**config.mk**
```make
export PLATFORM = sky130hd
export DESIGN_NAME = cb_pulse_gen
export DESIGN_NICKNAME = d
export VERILOG_FILES = /design/src/rtl/cb_pulse_gen.sv
export SDC_FILE = /design/constraint.sdc
export NUM_CORES = 1
export LEC_CHECK = 0
export ABC_CLOCK_PERIOD_IN_PS = 2800
export BUFFER_PORTS_ARGS = -buffer_cell sky130_fd_sc_hd__buf_4
export CELL_PAD_IN_SITES_DETAIL_PLACEMENT = 0
export CELL_PAD_IN_SITES_GLOBAL_PLACEMENT = 1
export CORE_MARGIN = 2
export CORE_UTILIZATION = 44
export DETAILED_ROUTE_END_ITERATION = 10
export PLACE_DENSITY = 0.82
export SETUP_SLACK_MARGIN = 0.5
export SLEW_MARGIN = 20
export SYNTH_ARGS = -nofsm -noshare
export SYNTH_HDL_FRONTEND = slang
export SYNTH_SLANG_ARGS = --single-unit
```
**constraint.sdc**
```tcl
create_clock -name clk_sys -period 2.8 [get_ports clk_sys]
set_input_delay 0.14 -clock clk_sys [delete_from_list [all_inputs] [get_ports clk_sys]]
set_output_delay 0.14 -clock clk_sys [all_outputs]
set_load 0.1 [all_outputs]
```
**src/rtl/cb_pulse_gen.sv**
```systemverilog
// cb_pulse_gen: programmable pulse-train generator with burst count, widths and polarity
module cb_pulse_gen #(
    parameter int CNT_W = 16,
    parameter int NUM_W = 8
) (
    input  logic             clk_sys,
    input  logic             rst_n,
    input  logic             start,
    input  logic             abort,
    input  logic [CNT_W-1:0] cfg_high,
    input  logic [CNT_W-1:0] cfg_low,
    input  logic [NUM_W-1:0] cfg_num,
    input  logic             cfg_pol,
    output logic             sig_out,
    output logic             busy,
    output logic             done,
    output logic [NUM_W-1:0] pulse_cnt
);
    typedef enum logic [1:0] {IDLE, ACT, INACT} state_t;

    state_t           state;
    logic             pol;
    logic [CNT_W-1:0] high_w;
    logic [CNT_W-1:0] low_w;
    logic [NUM_W-1:0] num;
    logic [CNT_W-1:0] cnt;
    logic [CNT_W-1:0] high_adj;
    logic [CNT_W-1:0] low_adj;

    // zero-width phases are stretched to one cycle
    always_comb begin
        high_adj = (cfg_high == '0) ? CNT_W'(1) : cfg_high;
        low_adj  = (cfg_low == '0) ? CNT_W'(1) : cfg_low;
    end

    // burst FSM; phase counter counts down to 1, outputs all registered
    always_ff @(posedge clk_sys or negedge rst_n) begin
        if (!rst_n) begin
            state     <= IDLE;
            pol       <= 1'b0;
            high_w    <= '0;
            low_w     <= '0;
            num       <= '0;
            cnt       <= '0;
            sig_out   <= 1'b0;
            busy      <= 1'b0;
            done      <= 1'b0;
            pulse_cnt <= '0;
        end else begin
            done <= 1'b0;
            case (state)
                IDLE: begin
                    if (start && !abort) begin
                        pol    <= cfg_pol;
                        high_w <= high_adj;
                        low_w  <= low_adj;
                        num    <= cfg_num;
                        if (cfg_num != '0) begin
                            state     <= ACT;
                            sig_out   <= ~cfg_pol;
                            busy      <= 1'b1;
                            pulse_cnt <= NUM_W'(1);
                            cnt       <= high_adj;
                        end else begin
                            sig_out   <= cfg_pol;
                            done      <= 1'b1;
                            pulse_cnt <= '0;
                        end
                    end
                end
                ACT: begin
                    if (abort) begin
                        state   <= IDLE;
                        sig_out <= pol;
                        busy    <= 1'b0;
                    end else if (cnt == CNT_W'(1)) begin
                        state   <= INACT;
                        sig_out <= pol;
                        cnt     <= low_w;
                    end else begin
                        cnt <= cnt - 1'b1;
                    end
                end
                INACT: begin
                    if (abort) begin
                        state   <= IDLE;
                        sig_out <= pol;
                        busy    <= 1'b0;
                    end else if (cnt != CNT_W'(1)) begin
                        cnt <= cnt - 1'b1;
                    end else if (pulse_cnt < num) begin
                        state     <= ACT;
                        sig_out   <= ~pol;
                        pulse_cnt <= pulse_cnt + 1'b1;
                        cnt       <= high_w;
                    end else begin
                        state <= IDLE;
                        busy  <= 1'b0;
                        done  <= 1'b1;
                    end
                end
                default: state <= IDLE;
            endcase
        end
    end
endmodule
```
==> impl_results.md <==
* Core area at 8760 um2
* Detailed placement HPWL at roughly 7600 um
* Leakage at 0.00209 uW
* CP Data Required Time at 3.07 ns
* Net count after synthesis at 475
* Final Util at 0.572
* Final hold vios at 0
* DP Cell Count at 564
* Final WL at 10900 um
* Multi-input combinational cell area at 2290 um2
* Int Pwr at 3080 uW
* Comb power frac at 0.502
* Top cell type's share of synthesized area at 0.438
* Most frequent cells in the layout: 68 x buf_4, 61 x dfrtp_1, 49 x o21ai_0
* Initial antenna violation count at 0
* Die width at 99.4 um
* Most common cell after layout, fill and taps aside: buf_4
* Avg Cell Area, Syn at roughly 9.6 um2
* CTS tree: yes
* Clock sinks at 70
* CTS clk-pin slew, worst paths at 0.09 ns
* Power density over cell area at 1120 nW/um2
* DRC at 0
* Share of post-route cells with drive strength above 1 at 0.341
* RSZ-0062 raised after global routing: yes
* 1st-pass router iterations at 5
* Compound-Gate Fraction of Synth Area at 0.190
* Tmin final at 2.27 ns
* Inserted Diodes at 0
* Layout Skew at 0.0130 ns
* Max_cap viols at 0
* DR iter-0 viols at between 200 and 300
* Gpl congestion at 0.871
* Number of CTS-inserted buffers at 9
* Syn Inst Count at approximately 420
* Layout Cells excl Fill at between 500 and 600
* ANT nets after route at 0
* Reg area at 1780 um2
* XOR/XNOR share of the synthesized area at 0.0219
* Maximum VDD drop at about 0.41 mV
* Largest net degree at the start of global routing at 71
* Synth Area in Simple Gates at 0.153
* Clock power share at 0.155
* Cell taking the most area after synthesis: dfrtp_1
* Global-route wire length before repair at between 15000 and 20000 um
* Fill cell count at a little under 800
* Maximum clock insertion buffer count at 2
* GRT overflow at 0
* Sequential power share at 0.343
* Crit Path Class: flip-flop to flip-flop
* Synth warnings at 0
* Sw frac at 0.450
* Slew margin rel. at 0.402
* Input/output buffers at 55
* Max-slew violations at 0
* Post-synth EDFFs at 0
* Main synth FF type: dfrtp_1
* GRT Total Usage at 0.221
* Endpoint class of the critical path: flip-flop
* Initial core utilization at 0.457
* Seq/Total Area, Yosys at 0.438
* Routed len/inst at 18.4 um
* CP startpoint kind: flip-flop
* Vias in the first global route at 3293
* CP max FO at 31
* Flop-to-flop setup slack at 0.53 ns
* Cell area after synthesis at 4000 um2
* Worst min path class: primary input to flip-flop
* Post-synthesis mux area share at 0.115
* CTS root buffer: clkbuf_8
* Final period utilization at 0.812
* Setup TNS at 0 ns
* Die H at 99.4 um
* Vias per cell at 5.98
* F_max at 0.440 GHz
* Nets@finish at 535
* Post-synthesis register bit count at 70
* Final setup violation count at 0
* Row Count at 34
* Htree depth at 3
* Least-Margin Pin Slew at 0.897 ns
* Io pins at between 50 and 60
* Via count at 3524
* Adder-cell area share of the yosys netlist at 0.0438
* Synth area leaders: dfrtp_1 44%, mux2_2 11%, o21ai_0 6.4%
* Net Switching at ~2500 uW
* Worst-skew pair later-pin latency at around 0.35 ns
* Die area at 9870 um2
* Distinct cells, synth at 49
* Area delta synth->final at 25.4%
* Status: complete, no violations
* Largest family of logic cells by synthesized area: compound AO/OA/AOI/OAI gates
* Worst EP arrival at 2.54 ns
* Post-synth ARST share at 1.00
## logic make-up (layout without fill, tap and decap cells)
kind of cell | after synthesis | after routing
AO/OA/AOI/OAI | 123 | 124
XOR/XNOR | 10 | 10
adder cells (fa/ha/maj) | 14 | 14
buffers and inverters | 40 | 104
flip-flops | 70 | 70
multiplexers | 41 | 41
AND/OR/NAND/NOR | 118 | 118
## registers in the layout, summed over array words and instances (netlist names)
signal,count
busy,1
cnt,16
pulse_cnt,8
state,2
pol,1
done,1
num,8
low_w,16
high_w,16
sig_out,1
## layout make-up
class | instances | share of cell area
clock buffers | 9 | 0.0247
clock inverters | 7 | 0.0162
inverters | 18 | 0.0135
multi-input cells | 307 | 0.457
flip-flops and latches | 70 | 0.354
well taps | 108 | 0.0269
repair buffers | 70 | 0.108
## routing by layer
metal | track usage | vias up | routed length (um)
li1 | - | 1658 | -
met1 | 0.336 | 1712 | 5340
met2 | 0.317 | 131 | 4740
met3 | 0.0464 | 23 | 575
met4 | 0.0664 | 0 | 213
met5 | 0 | - | 0
## worst max-delay path: stages (launching register included)
cell and delay [ns]:
dfrtp_4 0.51, ha_4 0.23, a21o_1 0.17, a221oi_2 0.33, o21ai_2 0.13, a221o_1 0.38, buf_12 0.19, o31ai_2 0.25
## repair_timing
item                                    in CTS  in global routing
gates cloned                                 0                  1
pin swaps                                    0                 11
resized for setup                            7                 17
setup buffers                                1                  6
endpoints found under the hold margin       70                  0
endpoints found under the setup margin      24                 25
hold buffers                                 1                  0
## Yosys cell counts, types with 2 or more instances
cell / n
o21ai_0: 51
nand3_1: 5
mux2_2: 40
a221oi_1: 7
nor2b_1: 4
dfrtp_1: 70
ha_1: 14
xor2_1: 3
nand4_1: 2
nand2b_1: 4
nand2_1: 41
inv_1: 18
a211oi_1: 4
o22ai_1: 4
nor2_1: 19
a22oi_1: 8
clkbuf_1: 18
and2_1: 2
a41oi_1: 2
or3_1: 8
a21o_1: 3
o41ai_1: 2
buf_2: 4
a21oi_1: 22
nor3_1: 10
or4_1: 3
xnor2_1: 7
a31oi_1: 3
o31ai_1: 8
nor4_1: 11
## stage by stage
stage / area [um2] / setup slack (ns) / power, uW / hold WS [ns]
3_3_place_gp: 4620 / 0.429 / 4420 / 0.324
4_1_cts: 4870 / 0.512 / 5390 / 0.0126
3_5_place_dp: 4620 / 0.385 / 4470 / 0.335
6_report: 5020 / 0.527 / 5600 / 0.0208
2_1_floorplan: 4110 / 0.479 / 3760 / -0.156
5_1_grt: 5020 / 0.425 / 5980 / 0.00803
## power groups by stage
stage | registers [uW] | clock network (uW) | logic, uW
global placement | 1890 | 0 | 2520
global route | 1980 | 927 | 3070
detailed placement | 1900 | 0 | 2570
CTS | 1890 | 879 | 2630
floorplan | 1970 | 0 | 1790
finish | 1920 | 866 | 2810
## worst paths after layout
path                                    from           end  cells past startpoint
worst max-delay path            pulse_cnt[6]        cnt[8]                      7
worst min-delay path              cfg_low[8]      low_w[8]                      2
worst max register to register  pulse_cnt[6]        cnt[8]                      7
worst min register to register     high_w[0]     high_w[0]                      2
max in group asynchronous              rst_n  pulse_cnt[7]                      2
min in group asynchronous              rst_n  pulse_cnt[5]                      2
Note: power is estimated with default switching activity, not from simulation.
